--- src/rtl/bitwise_gate_pipe.sv ---
// ----------------------------------------------------------------------------
// bitwise_gate_pipe
//
// Two-stage registered reduction of NCH channel words with a run-time
// selectable operation, a retriggerable "result nonzero" stretcher and a
// saturating hit counter.
//
// Pipeline:
//   stage 1 : masked channel words, mode and enable mask captured on in_valid_i
//   stage 2 : reduction registered into out_data_o, out_valid_o strobes
//   Latency in_valid_i -> out_valid_o is two clock edges, one result per cycle.
//
// A "hit" is a stage-2 result that is valid and nonzero. The hold counter and
// hit_count_o update on the same edge that presents the hit on out_valid_o, so
// cnt_clear_i "coincident with a hit" means sampled on that same edge.
//
// Ports:
//   clk_i        system clock, rising edge
//   rst_i        asynchronous active-high reset, clears all state
//   in_data_i    NCH*WIDTH channel words, channel k at [k*WIDTH +: WIDTH]
//   in_valid_i   qualifies in_data_i / mode_i / ch_en_i
//   mode_i       00 AND, 01 OR, 10 XOR, 11 pass lowest enabled channel
//   ch_en_i      channel enable mask
//   cnt_clear_i  synchronous clear of hit_count_o (wins over a hit)
//   out_data_o   reduced result, holds while out_valid_o is low
//   out_valid_o  one-cycle strobe per accepted input
//   hit_hold_o   hit flag stretched for HOLD_CYCLES cycles after the last hit
//   hit_count_o  number of hits, saturating at all-ones
// ----------------------------------------------------------------------------
module bitwise_gate_pipe #(
    parameter int unsigned WIDTH       = 8,
    parameter int unsigned NCH         = 4,
    parameter int unsigned HOLD_CYCLES = 16,
    parameter int unsigned CNT_WIDTH   = 16
) (
    input  logic                 clk_i,
    input  logic                 rst_i,
    input  logic [NCH*WIDTH-1:0] in_data_i,
    input  logic                 in_valid_i,
    input  logic [1:0]           mode_i,
    input  logic [NCH-1:0]       ch_en_i,
    input  logic                 cnt_clear_i,
    output logic [WIDTH-1:0]     out_data_o,
    output logic                 out_valid_o,
    output logic                 hit_hold_o,
    output logic [CNT_WIDTH-1:0] hit_count_o
);

    typedef enum logic [1:0] {
        ModeAnd  = 2'b00,
        ModeOr   = 2'b01,
        ModeXor  = 2'b10,
        ModePass = 2'b11
    } mode_e;

    // HOLD_CYCLES = 0 would give a zero-width counter; keep one bit that simply
    // never leaves zero.
    localparam int unsigned HoldW = (HOLD_CYCLES > 0) ? $clog2(HOLD_CYCLES + 1) : 1;
    localparam logic [HoldW-1:0] HoldLoad = HoldW'(HOLD_CYCLES);

    // ------------------------------------------------------------------------
    // Stage 1: capture masked words
    // ------------------------------------------------------------------------
    logic [NCH*WIDTH-1:0] in_masked;
    logic [NCH*WIDTH-1:0] data1_q;
    mode_e                mode1_q;
    logic [NCH-1:0]       en1_q;
    logic                 v1_q;

    // Disabled channels are zeroed here; stage 2 substitutes the AND identity.
    always_comb begin
        in_masked = '0;
        for (int unsigned k = 0; k < NCH; k++) begin
            if (ch_en_i[k]) begin
                in_masked[k*WIDTH +: WIDTH] = in_data_i[k*WIDTH +: WIDTH];
            end
        end
    end

    always_ff @(posedge clk_i or posedge rst_i) begin
        if (rst_i) begin
            data1_q <= '0;
            mode1_q <= ModeAnd;
            en1_q   <= '0;
            v1_q    <= 1'b0;
        end else begin
            v1_q <= in_valid_i;
            if (in_valid_i) begin
                data1_q <= in_masked;
                mode1_q <= mode_e'(mode_i);
                en1_q   <= ch_en_i;
            end
        end
    end

    // ------------------------------------------------------------------------
    // Stage 2: reduction
    // ------------------------------------------------------------------------
    logic [WIDTH-1:0] red_and;
    logic [WIDTH-1:0] red_or;
    logic [WIDTH-1:0] red_xor;
    logic [WIDTH-1:0] red_pass;
    logic             pass_found;
    logic [WIDTH-1:0] result_d;
    logic             any_en;

    always_comb begin
        red_and    = '1;
        red_or     = '0;
        red_xor    = '0;
        red_pass   = '0;
        pass_found = 1'b0;
        for (int unsigned k = 0; k < NCH; k++) begin
            if (en1_q[k]) begin
                red_and = red_and & data1_q[k*WIDTH +: WIDTH];
            end
            // Disabled words are already zero, the OR/XOR identity.
            red_or  = red_or  | data1_q[k*WIDTH +: WIDTH];
            red_xor = red_xor ^ data1_q[k*WIDTH +: WIDTH];
            if (en1_q[k] && !pass_found) begin
                red_pass   = data1_q[k*WIDTH +: WIDTH];
                pass_found = 1'b1;
            end
        end
    end

    assign any_en = |en1_q;

    always_comb begin
        result_d = '0;
        unique case (mode1_q)
            ModeAnd:  result_d = red_and;
            ModeOr:   result_d = red_or;
            ModeXor:  result_d = red_xor;
            ModePass: result_d = red_pass;
        endcase
        // An all-ones AND identity must not leak out when nothing is enabled.
        if (!any_en) begin
            result_d = '0;
        end
    end

    // ------------------------------------------------------------------------
    // Hit detection, stretcher and counter
    // ------------------------------------------------------------------------
    logic                 hit_d;
    logic [WIDTH-1:0]     out_data_q;
    logic                 out_valid_q;
    logic [HoldW-1:0]     hold_cnt_q;
    logic [HoldW-1:0]     hold_cnt_d;
    logic                 hit_hold_q;
    logic                 hit_hold_d;
    logic [CNT_WIDTH-1:0] hit_count_q;
    logic [CNT_WIDTH-1:0] hit_count_d;

    assign hit_d = v1_q && (result_d != '0);

    // hit_hold uses the pre-reload counter value, so a single hit stays high for
    // the strobe cycle plus HOLD_CYCLES more; with HOLD_CYCLES = 0 the counter
    // never leaves zero and hit_hold tracks the hit strobe exactly.
    always_comb begin
        hold_cnt_d = hold_cnt_q;
        if (hit_d) begin
            hold_cnt_d = HoldLoad;
        end else if (hold_cnt_q != '0) begin
            hold_cnt_d = hold_cnt_q - HoldW'(1);
        end
        hit_hold_d = hit_d || (hold_cnt_q != '0);
    end

    always_comb begin
        hit_count_d = hit_count_q;
        if (cnt_clear_i) begin
            hit_count_d = '0;
        end else if (hit_d && (hit_count_q != '1)) begin
            hit_count_d = hit_count_q + CNT_WIDTH'(1);
        end
    end

    always_ff @(posedge clk_i or posedge rst_i) begin
        if (rst_i) begin
            out_data_q  <= '0;
            out_valid_q <= 1'b0;
            hold_cnt_q  <= '0;
            hit_hold_q  <= 1'b0;
            hit_count_q <= '0;
        end else begin
            out_valid_q <= v1_q;
            if (v1_q) begin
                out_data_q <= result_d;
            end
            hold_cnt_q  <= hold_cnt_d;
            hit_hold_q  <= hit_hold_d;
            hit_count_q <= hit_count_d;
        end
    end

    assign out_data_o  = out_data_q;
    assign out_valid_o = out_valid_q;
    assign hit_hold_o  = hit_hold_q;
    assign hit_count_o = hit_count_q;

endmodule

--- config.mk ---
export PLATFORM = sky130hd
export DESIGN_NAME = bitwise_gate_pipe
export DESIGN_NICKNAME = d
export VERILOG_FILES = /design/src/rtl/bitwise_gate_pipe.sv
export SDC_FILE = /design/constraint.sdc
export NUM_CORES = 1
export LEC_CHECK = 0
export CAP_MARGIN = 20
export CORE_MARGIN = 1.5
export CORE_UTILIZATION = 45
export DETAILED_ROUTE_END_ITERATION = 12
export PLACE_DENSITY = 0.77
export SLEW_MARGIN = 15
export SYNTH_ARGS = -nofsm -noshare
export SYNTH_HDL_FRONTEND = slang
export SYNTH_SLANG_ARGS = --single-unit
--- constraint.sdc ---
create_clock -name clk_i -period 4.1 [get_ports clk_i]
set_clock_uncertainty 0.05 [all_clocks]
set_input_delay 0.82 -clock clk_i [delete_from_list [all_inputs] [get_ports clk_i]]
set_output_delay 0.82 -clock clk_i [all_outputs]
set_load 0.005 [all_outputs]
# --- After elaboration in Yosys (flattened, before gate mapping) ---
# Cells that the tools add are included.
totals:
  register_bits: 70
  output_inout_bits: 26
  memories: 0
  ramBits: 0
  latchBits: 0
  inputBits: 42
  romBits: 0
  wordCells: 60
op_classes:
  order_cmp: 0
  div_mod_pow: 0
  bitwise_logic: 9
  reduce_logical: 15
  muxes: 21
  mul: 0
  eq_ne: 4
  n_addsub: 2
  n_shift: 0
op_table:
  columns: ["cell", "n"]
  rows:
  - ["2-to-1 mux 8 bit", 13]
  - ["2-to-1 mux 16 bit", 2]
  - ["one-hot mux 8 bit (4 select lines)", 1]
  - ["bitwise AND 8 bit", 3]
  - ["OR 8 bit", 3]
  - ["bitwise XOR 8 bit", 3]
  - ["adder 16 x 1 -> 16 bit, second input constant", 1]
  - ["!= test 16 bit, second input constant", 1]
  - ["2-to-1 mux 5 bit", 2]
  - ["nonzero test 8 bit", 1]
  - ["logical AND 1 bit", 5]
  - ["nonzero test 5 bit", 1]
  - ["subtractor 5 x 1 -> 5 bit, second input constant", 1]
  - ["== test 2 bit, second input constant", 2]
  - ["nonzero test 2 bit", 2]
  - ["OR reduction 4 bit", 1]
  - ["logical NOT 1 bit", 3]
  - ["2-to-1 mux 1 bit", 3]
  - ["== test 2 x 1 -> 1 bit, second input constant", 1]
  - ["logical NOT 2 bit", 1]
  - ["logical OR 1 bit", 1]

# --- Logic depth before layout (Yosys ltp) ---
depth:
  depth_word: 17
  depth_mapped: 10
  mapped_depth_nobuf: 10

# --- Worst setup path before layout ---
# No wires, ideal clock.
synth_timing:
  kind: "flip-flop to flip-flop"
  startpoint: "register en1_q[0]"
  endpoint: "register hit_count_q[8], in the netlist hit_count_o[8]"
  stages_incl_launch_ff: 10
  t_arrival_ns: 2.625
  t_required_ns: 3.925
  period_less_slack_ns: 2.800
  setup_slack_ns: 1.300
  path_buffers: 1
  setup_time_ns: 0.125
  cell_sequence: "dfrtp_1 -> or3_1 -> buf_2 -> o21a_4 -> a221oi_1 -> o22ai_1 -> o311ai_4 -> nand2_2 -> and3_4 -> mux2_4"
synth_via:
  elab_chain_cells: 16
  elab_cells_between_ends: 27
  cone_classes: "mux (13); bitwise (3); reduce/logical (11)"
synth_lines:
  columns: ["item", "line_no", "rtl"]
  rows:
  - ["from (decl)", "67", "logic [NCH-1:0] en1_q;"]
  - ["from (signal assigned)", "91", "en1_q <= ch_en_i;"]
  - ["2-to-1 mux 1 bit", "120", "if (en1_q[k] && !pass_found) begin"]
  - ["logical NOT 1 bit", "120", null]
  - ["logical AND 1 bit", "120", null]
  - ["2-to-1 mux 1 bit", "120", null]
  - ["logical NOT 1 bit", "120", null]
  - ["logical AND 1 bit", "120", null]
  - ["2-to-1 mux 1 bit", "120", null]
  - ["logical NOT 1 bit", "120", null]
  - ["logical AND 1 bit", "120", null]
  - ["2-to-1 mux 8 bit", "120", null]
  - ["one-hot mux 8 bit (4 select lines)", "131", "unique case (mode1_q)"]
  - ["2-to-1 mux 8 bit *", "138", "if (!any_en) begin"]
  - ["nonzero test 8 bit *", "156", "assign hit_d = v1_q && (result_d != '0);"]
  - ["logical AND 1 bit *", "156", null]
  - ["logical AND 1 bit *", "175", "end else if (hit_d && (hit_count_q != '1)) begin"]
  - ["nonzero test 2 bit (no source line) *", null, null]
  - ["to (signal assigned)", "194", "hit_count_q <= hit_count_d;"]
  - ["to (decl)", "153", "logic [CNT_WIDTH-1:0] hit_count_q;"]
# Mark *: on every way between the ends. The rest lies on a longest branch, timed or not.
# A chain may end at the register's enable or synchronous reset.

# --- Worst setup path in the final report ---
layout_timing:
  startpoint: "register en1_q[2]"
  endpoint: "register hit_count_q[10], in the netlist hit_count_o[10]"
layout_via:
  elab_chain_cells: 11
  elab_cells_between_ends: 16
  cone_classes: "mux (7); bitwise (1); reduce/logical (8)"
layout_lines:
  columns: ["item", "line_no"]
  rows:
  - ["logical AND 1 bit", "120"]
  - ["2-to-1 mux 1 bit", "120"]
  - ["logical NOT 1 bit", "120"]
  - ["logical AND 1 bit", "120"]
  - ["2-to-1 mux 8 bit", "120"]
  - ["one-hot mux 8 bit (4 select lines)", "131"]
  - ["2-to-1 mux 8 bit *", "138"]
  - ["nonzero test 8 bit *", "156"]
  - ["logical AND 1 bit *", "156"]
  - ["logical AND 1 bit *", "175"]
  - ["nonzero test 2 bit (no source line) *", null]
# Marks and branches as above.

==> impl_summary.txt <==
----------------------------------------------------
[Yosys]
  Mapped Area ... 0.00403 mm²
  Dominant cell type by area after synthesis ... sky130_fd_sc_hd__dfrtp_1
  Unique masters post-synth ... 57
  Yosys synthesis warning count ... 0
  Most used DFF post-synth ... sky130_fd_sc_hd__dfrtp_1
  Register bit count reported by yosys ... 70
  Top cells by instance count after synthesis ... sky130_fd_sc_hd__dfrtp_1, sky130_fd_sc_hd__nand2_1, sky130_fd_sc_hd__inv_1
  Count leader, synth ... sky130_fd_sc_hd__dfrtp_1
  Register area share after synthesis ... 43.5%
  Share of async-settable or async-resettable flops after synthesis ... 100%
  Mapped Cells ... 434
  Post-synth EDFFs ... 0
  Share of Yosys cell area claimed by the top area cell type ... 43.5%
  Synth Net Count ... roughly 490
  Syn Area/Cell ... around 9.3 µm²
  Cell types occupying the most area after synthesis ... sky130_fd_sc_hd__dfrtp_1, sky130_fd_sc_hd__o21ai_0, sky130_fd_sc_hd__nand2_1, sky130_fd_sc_hd__inv_1, sky130_fd_sc_hd__ha_1

[Global route]
  Initial antenna violation count ... 0
  Total congestion overflow after global routing ... 0
  Number of global-route vias before repair ... roughly 3,400
  Wire length of the first global-routing pass ... 16.4 mm
  Pin count of the biggest net entering global routing ... 30
  Total Routing Usage GR ... 21.4%

[STA]
  Setup tns final ... 0 ns
  Final Slew Violations ... 0
  Worst hold slack after final layout ... 0.465 ns
  Setup repair after global routing missed its margin ... no
  Worst slew slack as a fraction of its limit ... between 20% and 30%
  Time the worst path needs with I/O delays and setup ... 3.24 ns
  Final count of hold timing violations ... 0
  Share of the clock period used by the worst path ... slightly below 80%
  Number of setup violations in the final report ... 0
  Actual slew at the worst max-slew pin ... 1.05 ns
  Top achievable clock speed ... 309 MHz

[Setup path]
  Max stage delay cell, worst path ... sky130_fd_sc_hd__a2111oi_0
  CP dominant cell by count ... sky130_fd_sc_hd__nor2_1
  WP data required ... around 4.3 ns
  Classification of the worst setup path ... reg -> reg
  Kind of start point of the critical path ... register
  Critical path peak fanout ... 15
  Critical Path Max Stage Delay ... 0.69 ns
  CP endpoint kind ... register
  Critical path, cell by cell ... or3_1 -> nor2_1 -> a32oi_1 -> a221oi_2 -> o311ai_2 -> a2111oi_0 -> xnor2_1 -> nor2_1
  CP Data Arrival Time ... 3.39 ns

[Cells and area]
  Signed area change from the synthesized netlist to the final layout ... 24.0%
  Layout cell share with drive strength beyond 1 ... 8.35%
  Number of nets in the layout ... 551
  Final Util ... between 50 and 60%
  Number of diodes added for antenna fixing ... 0

[Flow run]
  Number of maximum-capacitance violations ... 0

[Detailed routing]
  Number of search-and-repair iterations in the first detailed-routing pass ... 4
  Post-detailed-routing wire length ... 9.76 mm
  DR DRC count ... 0
  Drt wl/cell ... 16.0 µm
  Routed via count divided by cell count ... about 5.6
  Antenna-violating nets left ... 0
  Number of DRC markers in iteration 0 ... 122
  Via count ... 3,410

[Clock tree]
  Clock-pin slew of the registers on the worst-case setup and hold paths ... 0.08 ns
  Clock sink count ... 70
  Count of H-tree levels built during CTS ... 3
  Post CTS Setup Buffer Count ... 0
  TritonCTS clock tree ... yes
  CTS Hold Bufs ... 0
  Clk Latency, worst-skew pair ... approximately 0.35 ns
  CTS buffer count ... 9
  Number of buffers between clock root and the deepest sink ... 2
  Root buf cell ... sky130_fd_sc_hd__clkbuf_8
  CTS-repair resized insts ... 0

[Hold path]
  Hold/Removal Path Class ... reg -> reg

[Die]
  Placement row count ... 34
  Top-Level Pins ... 68
  Die Y ... 97.6 µm
  Chip Width ... 97.6 µm
  Core box area ... 0.00868 mm²
  Die footprint ... 0.00953 mm²
  Starting density of the core ... a little under half

[Pwr]
  Power density over the cells ... around 390 mW/mm²
  Leakage power summed over all cells ... 2.10 nW
  Maximum vdd ir drop ... 163 µV

[Place]
  Final estimated routing congestion in global placement ... 0.941
  Count of input and output buffers ... 67
  Placed wire-length estimate ... a little over 7 mm

[Run status]
  Run status ... finished, final reports clean

----------------------------------------------------
==> worst max-delay path: cells and delay by family (launching register included) <==
| kind | cells | cell delay, ns |
|---|---|---|
| flops | 1 | 0.54 |
| xor+xnor | 1 | 0.19 |
| compound gates | 4 | 1.46 |
| simple gates | 3 | 0.85 |
==> cell usage in the layout, fill, tap and decap left out, types with 4 or more instances in the layout <==
| master | synthesis | routed |
|---|---|---|
| sky130_fd_sc_hd__nor3_1 | 5 | 5 |
| sky130_fd_sc_hd__nor2b_1 | 9 | 9 |
| sky130_fd_sc_hd__ha_1 | 11 | 11 |
| sky130_fd_sc_hd__xnor2_1 | 14 | 14 |
| sky130_fd_sc_hd__nand2_1 | 53 | 53 |
| sky130_fd_sc_hd__dfrtp_1 | 70 | 70 |
| sky130_fd_sc_hd__a22o_1 | 4 | 4 |
| sky130_fd_sc_hd__o21bai_1 | 5 | 5 |
| sky130_fd_sc_hd__clkbuf_8 | 0 | 9 |
| sky130_fd_sc_hd__mux2_2 | 5 | 5 |
| sky130_fd_sc_hd__a21oi_1 | 22 | 22 |
| sky130_fd_sc_hd__a2111oi_0 | 6 | 6 |
| sky130_fd_sc_hd__xnor3_1 | 6 | 6 |
| sky130_fd_sc_hd__nand2b_1 | 6 | 6 |
| sky130_fd_sc_hd__o22ai_1 | 4 | 4 |
| sky130_fd_sc_hd__nand3_1 | 8 | 8 |
| sky130_fd_sc_hd__a221o_1 | 4 | 4 |
| sky130_fd_sc_hd__o21ai_0 | 42 | 42 |
| sky130_fd_sc_hd__nor3b_1 | 4 | 4 |
| sky130_fd_sc_hd__buf_4 | 0 | 5 |
| sky130_fd_sc_hd__clkdlybuf4s50_1 | 0 | 67 |
| sky130_fd_sc_hd__nor2_1 | 25 | 25 |
| sky130_fd_sc_hd__inv_1 | 43 | 42 |
| sky130_fd_sc_hd__and3_1 | 5 | 5 |
| sky130_fd_sc_hd__a211oi_1 | 4 | 4 |
| sky130_fd_sc_hd__and2_1 | 9 | 9 |
| sky130_fd_sc_hd__o31ai_1 | 5 | 5 |
==> routing by layer <==
layer,track usage (%),wire (µm),up-vias,part of all wire [%]
met5,0,0,-,0
met4,6.70,105,0,1.1
met3,3.81,453,10,4.6
met2,36.6,4760,111,49
met1,27.5,4440,1639,45
li1,-,-,1650,-
==> worst paths after layout <==
path,slack (ns),cells past startpoint,to,startpoint
min in group asynchronous,0.81,2,hold_cnt_q[3]$_DFFE_PP0P_,rst_i
hold / removal,0.47,2,out_data_o[6]$_DFFE_PP0P_,out_data_o[6]$_DFFE_PP0P_
setup reg to reg,0.86,8,hit_count_o[10]$_DFFE_PP0P_,en1_q[2]$_DFFE_PP0P_
max in group asynchronous,2.46,3,data1_q[30]$_DFFE_PP0P_,rst_i
setup / recovery,0.86,8,hit_count_o[10]$_DFFE_PP0P_,en1_q[2]$_DFFE_PP0P_
hold reg to reg,0.47,2,out_data_o[6]$_DFFE_PP0P_,out_data_o[6]$_DFFE_PP0P_
==> power by group <==
group	internal (mW)	total, mW	leakage (nW)	switching (mW)
combinational	0.278	0.545	1.11	0.268
clock	0.282	0.566	0.0914	0.284
sequential	0.769	0.852	0.903	0.0827
==> sequential cells by signal, summed over array words and instances, names as in the netlist <==
register / count
out_valid_o: 1
out_data_o: 8
hold_cnt_q: 5
data1_q: 32
v1_q: 1
hit_count_o: 16
mode1_q: 2
en1_q: 4
hit_hold_o: 1
==> cell type report <==
cell class | instances | area [µm²]
repair buffers | 72 | 708
flip-flops and latches | 70 | 1750
inverters | 44 | 165
clock inverters | 7 | 75.1
multi-input cells | 301 | 2040
clock buffers | 9 | 124
well taps | 108 | 135
fillers | 811 | 3680
==> cell families after synthesis <==
group / count (synthesis) / share of synthesized area [%]
simple gates: 139 / 17.1
compound gates: 123 / 21.2
flops: 70 / 43.5
buf+inv: 63 / 5.96
xor+xnor: 20 / 6.40
fa+ha+maj: 11 / 3.42
mux: 8 / 2.39
==> per-stage QoR <==
stage	cells	instance area, µm²	setup slack [ns]	power [mW]
floorplan	434	4030	1.30	1.21
global placement	595	4800	1.03	1.38
detailed placement	595	4800	0.917	1.41
CTS	611	5000	0.901	1.97
global route	611	5000	0.674	2.07
finish	611	5000	0.862	1.96
Note: power is estimated with default switching activity, not from simulation.
